### config.mk
export PLATFORM = sky130hd
export DESIGN_NAME = lecture
export DESIGN_NICKNAME = d
export VERILOG_FILES = /design/src/rtl/lecture.sv
export SDC_FILE = /design/constraint.sdc
export NUM_CORES = 1
export LEC_CHECK = 0
export BUFFER_PORTS_ARGS = -buffer_cell sky130_fd_sc_hd__buf_4
export CAP_MARGIN = 10
export CORE_ASPECT_RATIO = 0.8
export CORE_UTILIZATION = 43
export CTS_BUF_LIST = sky130_fd_sc_hd__clkbuf_4 sky130_fd_sc_hd__clkbuf_8 sky130_fd_sc_hd__clkbuf_16
export DETAILED_ROUTE_END_ITERATION = 7
export PLACE_DENSITY = 0.62
export SETUP_SLACK_MARGIN = 0.4
export SLEW_MARGIN = 10
export SYNTH_ARGS = -nofsm -noshare
export SYNTH_HDL_FRONTEND = slang
export SYNTH_SLANG_ARGS = --single-unit
### constraint.sdc
create_clock -name clk -period 1.75 [get_ports clk]
set_input_delay 0.0875 -clock clk [delete_from_list [all_inputs] [get_ports clk]]
set_output_delay 0.0875 -clock clk [all_outputs]
set_load 0.05 [all_outputs]
### src/rtl/lecture.sv
// 4x4 active-low matrix keypad scanner with press/release debounce and key-code reporting.
// Define LECTURE_SYNC_EN to pass cols_in through a 2-flop synchronizer (adds 2 cycles).
module lecture #(
    parameter int unsigned SCAN_CYCLES     = 2700,
    parameter int unsigned DEBOUNCE_CYCLES = 2700
) (
    input  logic       clk,
    input  logic       rst,
    input  logic [3:0] cols_in,
    output logic [3:0] rows_out,
    output logic [3:0] key_code,
    output logic       key_valid,
    output logic       key_pulse
);

    localparam int unsigned MaxCnt = (SCAN_CYCLES > DEBOUNCE_CYCLES) ? SCAN_CYCLES
                                                                      : DEBOUNCE_CYCLES;
    localparam int unsigned CntW   = $clog2(MaxCnt + 1);
    localparam logic [CntW-1:0] ScanLast = CntW'(SCAN_CYCLES - 1);
    localparam logic [CntW-1:0] DebLast  = CntW'(DEBOUNCE_CYCLES - 1);
    localparam logic [CntW-1:0] CntMax   = CntW'(MaxCnt);

    typedef enum logic [1:0] {StScan, StDebPress, StPressed, StDebRelease} state_e;

    state_e            state_q, state_d;
    logic [CntW-1:0]   cnt_q, cnt_d, cnt_inc;
    logic [1:0]        row_q, row_d;
    logic [1:0]        col_q, col_d;
    logic [3:0]        code_q, code_d;
    logic              valid_q, valid_d;
    logic              pulse_q, pulse_d;
    logic [3:0]        cols;
    logic [1:0]        first_col;

`ifdef LECTURE_SYNC_EN
    logic [3:0] sync1_q, sync2_q;

    always_ff @(posedge clk or posedge rst) begin
        if (rst) begin
            sync1_q <= 4'hF;
            sync2_q <= 4'hF;
        end else begin
            sync1_q <= cols_in;
            sync2_q <= sync1_q;
        end
    end

    assign cols = sync2_q;
`else
    assign cols = cols_in;
`endif

    // Scan downwards so the lowest-index low column wins.
    always_comb begin
        first_col = 2'd0;
        for (int i = 3; i >= 0; i--) begin
            if (!cols[i]) begin
                first_col = 2'(i);
            end
        end
    end

    assign cnt_inc = (cnt_q == CntMax) ? cnt_q : cnt_q + 1'b1;

    always_comb begin
        state_d = state_q;
        cnt_d   = cnt_q;
        row_d   = row_q;
        col_d   = col_q;
        code_d  = code_q;
        valid_d = valid_q;
        pulse_d = 1'b0;
        unique case (state_q)
            StScan: begin
                if (cnt_q >= ScanLast) begin
                    cnt_d = '0;
                    if (cols == 4'hF) begin
                        row_d = row_q + 2'd1;
                    end else begin
                        col_d   = first_col;
                        state_d = StDebPress;
                    end
                end else begin
                    cnt_d = cnt_inc;
                end
            end
            StDebPress: begin
                if (cols[col_q]) begin
                    state_d = StScan;
                    cnt_d   = '0;
                    row_d   = row_q + 2'd1;
                end else if (cnt_q >= DebLast) begin
                    code_d  = {row_q, col_q};
                    valid_d = 1'b1;
                    pulse_d = 1'b1;
                    state_d = StPressed;
                    cnt_d   = '0;
                end else begin
                    cnt_d = cnt_inc;
                end
            end
            StPressed: begin
                if (cols[col_q]) begin
                    state_d = StDebRelease;
                    cnt_d   = '0;
                end
            end
            StDebRelease: begin
                if (!cols[col_q]) begin
                    state_d = StPressed;
                    cnt_d   = '0;
                end else if (cnt_q >= DebLast) begin
                    valid_d = 1'b0;
                    row_d   = row_q + 2'd1;
                    state_d = StScan;
                    cnt_d   = '0;
                end else begin
                    cnt_d = cnt_inc;
                end
            end
            default: begin
                state_d = StScan;
                cnt_d   = '0;
            end
        endcase
    end

    always_ff @(posedge clk or posedge rst) begin
        if (rst) begin
            state_q <= StScan;
            cnt_q   <= '0;
            row_q   <= 2'd0;
            col_q   <= 2'd0;
            code_q  <= 4'd0;
            valid_q <= 1'b0;
            pulse_q <= 1'b0;
        end else begin
            state_q <= state_d;
            cnt_q   <= cnt_d;
            row_q   <= row_d;
            col_q   <= col_d;
            code_q  <= code_d;
            valid_q <= valid_d;
            pulse_q <= pulse_d;
        end
    end

    assign rows_out  = ~(4'b0001 << row_q);
    assign key_code  = code_q;
    assign key_valid = valid_q;
    assign key_pulse = pulse_q;

endmodule

=== Yosys cells after proc, flatten, opt, wreduce, memory -nomap -nowiden ===
Index checks and enable logic that the tools add are counted.
W data, S select, Z words.

* Register bits after elaboration: 24
* Input bits: 6
* Word-level logic and storage cells: 73

* Add/subtract/negate cells: 2
* Magnitude comparators: 2
* Equality and inequality tests: 16
* Shifts and indexed selects: 1
* Multiplexer cells: 34
* Bitwise operators: 3
* Reduce and logical (&&, ||, !) cells: 8

{| class="wikitable"
|+ Operators with widths
! kind !! count
|-
| $mux W12 || 5
|-
| $pmux W12 S4 || 1
|-
| $mux W2 || 16
|-
| $ne A2 B2 Y1 const B || 9
|-
| $add A12 B1 Y12 const B || 1
|-
| $eq A12 B12 Y1 const B || 1
|-
| $ge A12 B12 Y1 const B || 1
|-
| $reduce_and A5 Y1 || 2
|-
| $mux W1 || 8
|-
| $pmux W2 S4 || 1
|-
| $ne A3 B3 Y1 const B || 2
|-
| $pmux W2 S3 || 1
|-
| $reduce_and A3 Y1 || 2
|-
| $reduce_and A6 Y1 || 1
|-
| $eq A2 B2 Y1 const B || 2
|-
| $eq A4 B4 Y1 const B || 1
|-
| $not A4 Y4 || 1
|-
| $shl A1 B2 Y4 const A || 1
|-
| $lt A2 B3 Y1 const B || 1
|-
| $reduce_bool A3 Y1 || 1
|-
| $add A2 B1 Y2 const B || 1
|-
| $bmux W1 S2 || 1
|-
| $eq A2 B1 Y1 const B || 1
|-
| $logic_not A2 Y1 || 1
|-
| 3 further kinds || 4
|}

=== Longest topological paths before layout ===
* Depth after elaboration: 5
* Depth in mapped cells: 6
* Depth with buffers taken out: 6

=== Worst setup path after synthesis ===
Ideal clock, no wire load.

* Path kind: reg2reg
* From: register cnt_q[0]
* To: register row_q[1]
* Library setup time: 0.128 ns
* Arrival: 1.666 ns
* Data required time: 1.622 ns
* Slack: -0.043 ns
* Cell stages (with the launch flop): 7
* Buffers on the path: 0
* Path through: dfrtp_1 > ha_1 > o21ai_0 > nand2_1 > a22oi_4 > a31oi_1 > mux2_1

* Longest elaborated chain between the ends: 3
* Elaborated cells between the ends (all ways): 4
* Those cells by class: order compare: 1; eq/ne: 2; reduce/logical: 1

{| class="wikitable"
|+ Ends and longest elaborated chain
! what !! line !! RTL
|-
| start, declared || 26 || <nowiki>logic [CntW-1:0] cnt_q, cnt_d, cnt_inc;</nowiki>
|-
| start signal, assigned || 139 || <nowiki>cnt_q <= cnt_d;</nowiki>
|-
| $ge A12 B12 Y1 (*) || 75, 112 ||
|-
| $ne A2 B2 Y1 (no source line) || -- ||
|-
| $reduce_and A6 Y1 (no source line) (*) || -- ||
|-
| end signal, assigned || 140 || <nowiki>row_q <= row_d;</nowiki>
|-
| end, declared || 27 || <nowiki>logic [1:0] row_q, row_d;</nowiki>
|}

Every way passes the cells marked *; elsewhere a longest branch is shown, timed or not.
A chain may end at the register's enable or synchronous reset.

=== Worst setup path after layout ===
* From: register col_q[0]
* To: register cnt_q[2]

* Longest elaborated chain between the ends: 4
* Elaborated cells between the ends (all ways): 6
* Those cells by class: eq/ne: 1; mux: 5

{| class="wikitable"
|+ Ends and longest elaborated chain
! what !! line !! RTL
|-
| start, declared || 28 || <nowiki>logic [1:0] col_q, col_d;</nowiki>
|-
| start signal, assigned || 141 || <nowiki>col_q <= col_d;</nowiki>
|-
| $bmux W1 S2 (*) || 88, 103, 109 ||
|-
| $mux W1 (not written as such) (*) || 88, 103, 109 ||
|-
| $mux W12 (on tied branches) || 109, 88 ||
|-
| $pmux W12 S4 || 73 || <nowiki>unique case (state_q)</nowiki>
|}

Every way passes the cells marked *; elsewhere a longest branch is shown, timed or not. The select of a mux whose other input is x is not followed.

==> results.yml <==
setup_path:
  start_kind: "flip-flop"
  startpoint: "col_q[0]"
  path_class: "flip-flop to flip-flop"
  endpoint_kind: "flip-flop"
  rr_endpoint: "cnt_q[2]"
  worstPathRequired_ns: 1.93
  worst_r2r_path_depth: 6
  r2r_start: "col_q[0]"
  cp.arrival_ns: 2.05
  crit_path_max_fanout: 7
  reg2reg_slack_ns: -0.12
global_routing:
  grt_pass1_vias: 1103
  grt_util_all_layers: 0.214
  grt_pass1_wl_um: 5340
  grt_start_max_net_pins: 25
  grt-ovfl-total: 0
  antenna_found_initial: 0
floorplanning:
  pin_count: 16
  rows: 17
  start_util: 0.474
  die_h_um: 52.5
  die_x_um: 65.2
  core-area_mm2: 0.00289
  die_area_mm2: 0.00342
cts:
  cts_max_level: 1
  clock-sinks: 24
  cts_buffers: 3
  tritoncts: "built"
  clockBufferDepth: 2
  clock-root-buffer: "clkbuf_8"
  clkTransAtPathRegs_ns: 0.09
  clock_latency_ns: 0.27
place:
  place_hpwl_um: 2080
  dp.cells: 207
  place_area_mm2: 0.00169
  io_buffers: 15
  gp_congestion: 0.753
  pre_cts_ws_ns: -0.152
logic_synthesis:
  yosys.area.top_type_share: 0.438
  synth_seq_cells: 24
  yosysTopAreaCell: "dfrtp_1"
  ys_warn_count: 0
  synthFlopType: "dfrtp_1"
  yosysSeqAreaShare: 0.438
  yosysUniqueCellTypes: 41
  syn_nets: 148
  syn_inst: 136
  syn-cell-area_mm2: 0.00137
  yosysMostFrequentCell: "dfrtp_1"
  synthTopCellsByCount: "24 x dfrtp_1, 14 x nor2_1, 11 x inv_1, 8 x a31oi_1, 7 x nand2_1"
  synthArstFlopShare: 1.00
  synth_area_leaders: "dfrtp_1 44%, ha_1 5.5%, mux2_2 4.1%"
  syn_area_per_cell_um2: 10.1
  synth-edff-count: 0
power:
  p_clk_frac: 0.340
  seq_power_share: 0.511
  intPower_w: 0.000845
  swShare: 0.247
  combinationalPowerShare: 0.148
  p_switching_w: 0.000277
  leakage_nw: 0.967
  power.density_mw_per_mm2: 538
  power.ir.vdd_worst_mv: 0.400
cells_and_area:
  final_util: 0.721
  nets: 202
  area_growth_syn_to_layout_pct: 51.9
  n_antenna_cell: 0
  drive_gt1_frac: 0.487
  final_cells: 227
  final_area_mm2: 0.00208
sta:
  hold_viol: 0
  setup_viol: 19
  period_share: 1.07
  max_freq_mhz: 535
  fin_ws_ns: -0.118
  worst-slew-pin-transition_ns: 0.357
  finClkSkew_ns: 0.00142
  slew_headroom: 0.761
  maxSlewViolCount: 0
  rsz0062_at_grt: "yes"
  min_period_ns: 1.87
detailed_routing:
  routed_wl_um: 3550
  drtAntennaViolNets: 0
  vias: 1197
  drt-pass1-iter-count: 4
  viasPerCell: 5.27
  drc: 0
  drtIter0Drc: 51
  wl_per_cell_um: 15.6
worst_hold_path:
  min_to: "col_q[1]"
  min_from: "cols_in[0]"
  hp-class: "input port to flip-flop"
  min_delay_path_depth: 3
run:
  drv_cap: 0
run_status:
  violations: "negative setup slack"
  status: "finished with violations"
## critical path: stages, from the launching register on
cell,delay (ns)
dfrtp_1,0.38
mux4_2,0.63
buf_6,0.17
o21ai_4,0.20
buf_4,0.15
a21oi_2,0.03
a211oi_2,0.22
## through the flow
stage	hold slack [ns]	TNS, ns	power [W]
6_report	0.137	-1.40	0.00112
5_1_grt	0.148	-2.80	0.00116
4_1_cts	0.124	-0.689	0.00110
3_5_place_dp	0.164	-1.27	0.000690
3_3_place_gp	0.156	-0.820	0.000687
2_1_floorplan	0.102	-0.0572	0.000642
## state kept, by name (all words and copies together) (netlist names), named ones only
name	cells
key_valid	1
row_q	2
key_pulse	1
col_q	2
state_q	1
key_code	4
cnt_q	12
## power groups by stage
stage	logic, W	clock network, W	registers, W
final	0.000166	0.000382	0.000574
after global routing	0.000177	0.000413	0.000575
after CTS	0.000131	0.000393	0.000571
after detailed placement	0.000107	0	0.000582
after global placement	0.000105	0	0.000582
after floorplan	0.0000538	0	0.000588
## what timing repair did
item,CTS,global route
hold buffers,1,0
setup endpoints to repair,24,27
pin swaps,17,6
hold endpoints to repair,24,0
resized for setup,24,24
setup buffers,7,7
gates cloned,1,0
## worst max path at each step
stage,endpoint,slack (ns),depth (start not counted)
2_1_floorplan,key_code[0],-0.01,3
3_3_place_gp,key_code[0],-0.08,3
3_5_place_dp,key_code[0],-0.15,3
4_1_cts,key_code[0],-0.07,4
5_1_grt,cnt_q[6],-0.18,6
6_report,cnt_q[2],-0.12,6
## layout by cell type (no fill, tap or decap), types with 2 or more instances in the layout
cell type and instances:
nand2b_1 5, buf_4 36, xor2_1 4, nand3_1 2, o21ai_2 2, a21oi_2 3, nor2_1 13, buf_6 13
o31ai_1 2, a21oi_4 2, and2_4 2, a31oi_1 6, nand2_1 6, o22ai_4 2, a21oi_1 2, xnor2_1 3
ha_1 5, dfrtp_1 24, and3_1 2, nand3_2 3, mux2_4 5, inv_1 10, clkbuf_8 4
## final cells by class
class                   count  area [um^2]
multi-input cells          99          893
fillers                   223          808
flip-flops and latches     24          601
repair buffers             51          447
clock buffers               4         55.1
well taps                  38         47.5
inverters                  11         41.3
## cell families after synthesis
kind of cell    Yosys count  synth area share
mux                       8            0.0729
flops                    24             0.438
fa+ha+maj                 6            0.0547
simple gates             48             0.191
buf+inv                  14            0.0410
xor+xnor                  7            0.0447
compound gates           29             0.158
## metal layers
| metal | GRT usage | share of wire |
|---|---|---|
| met1 | 0.280 | 0.45 |
| met2 | 0.337 | 0.52 |
| met3 | 0.0609 | 0.030 |
| met4 | 0.0797 | 0.0056 |
| met5 | 0 | 0 |
(Power assumes the default switching activity.)
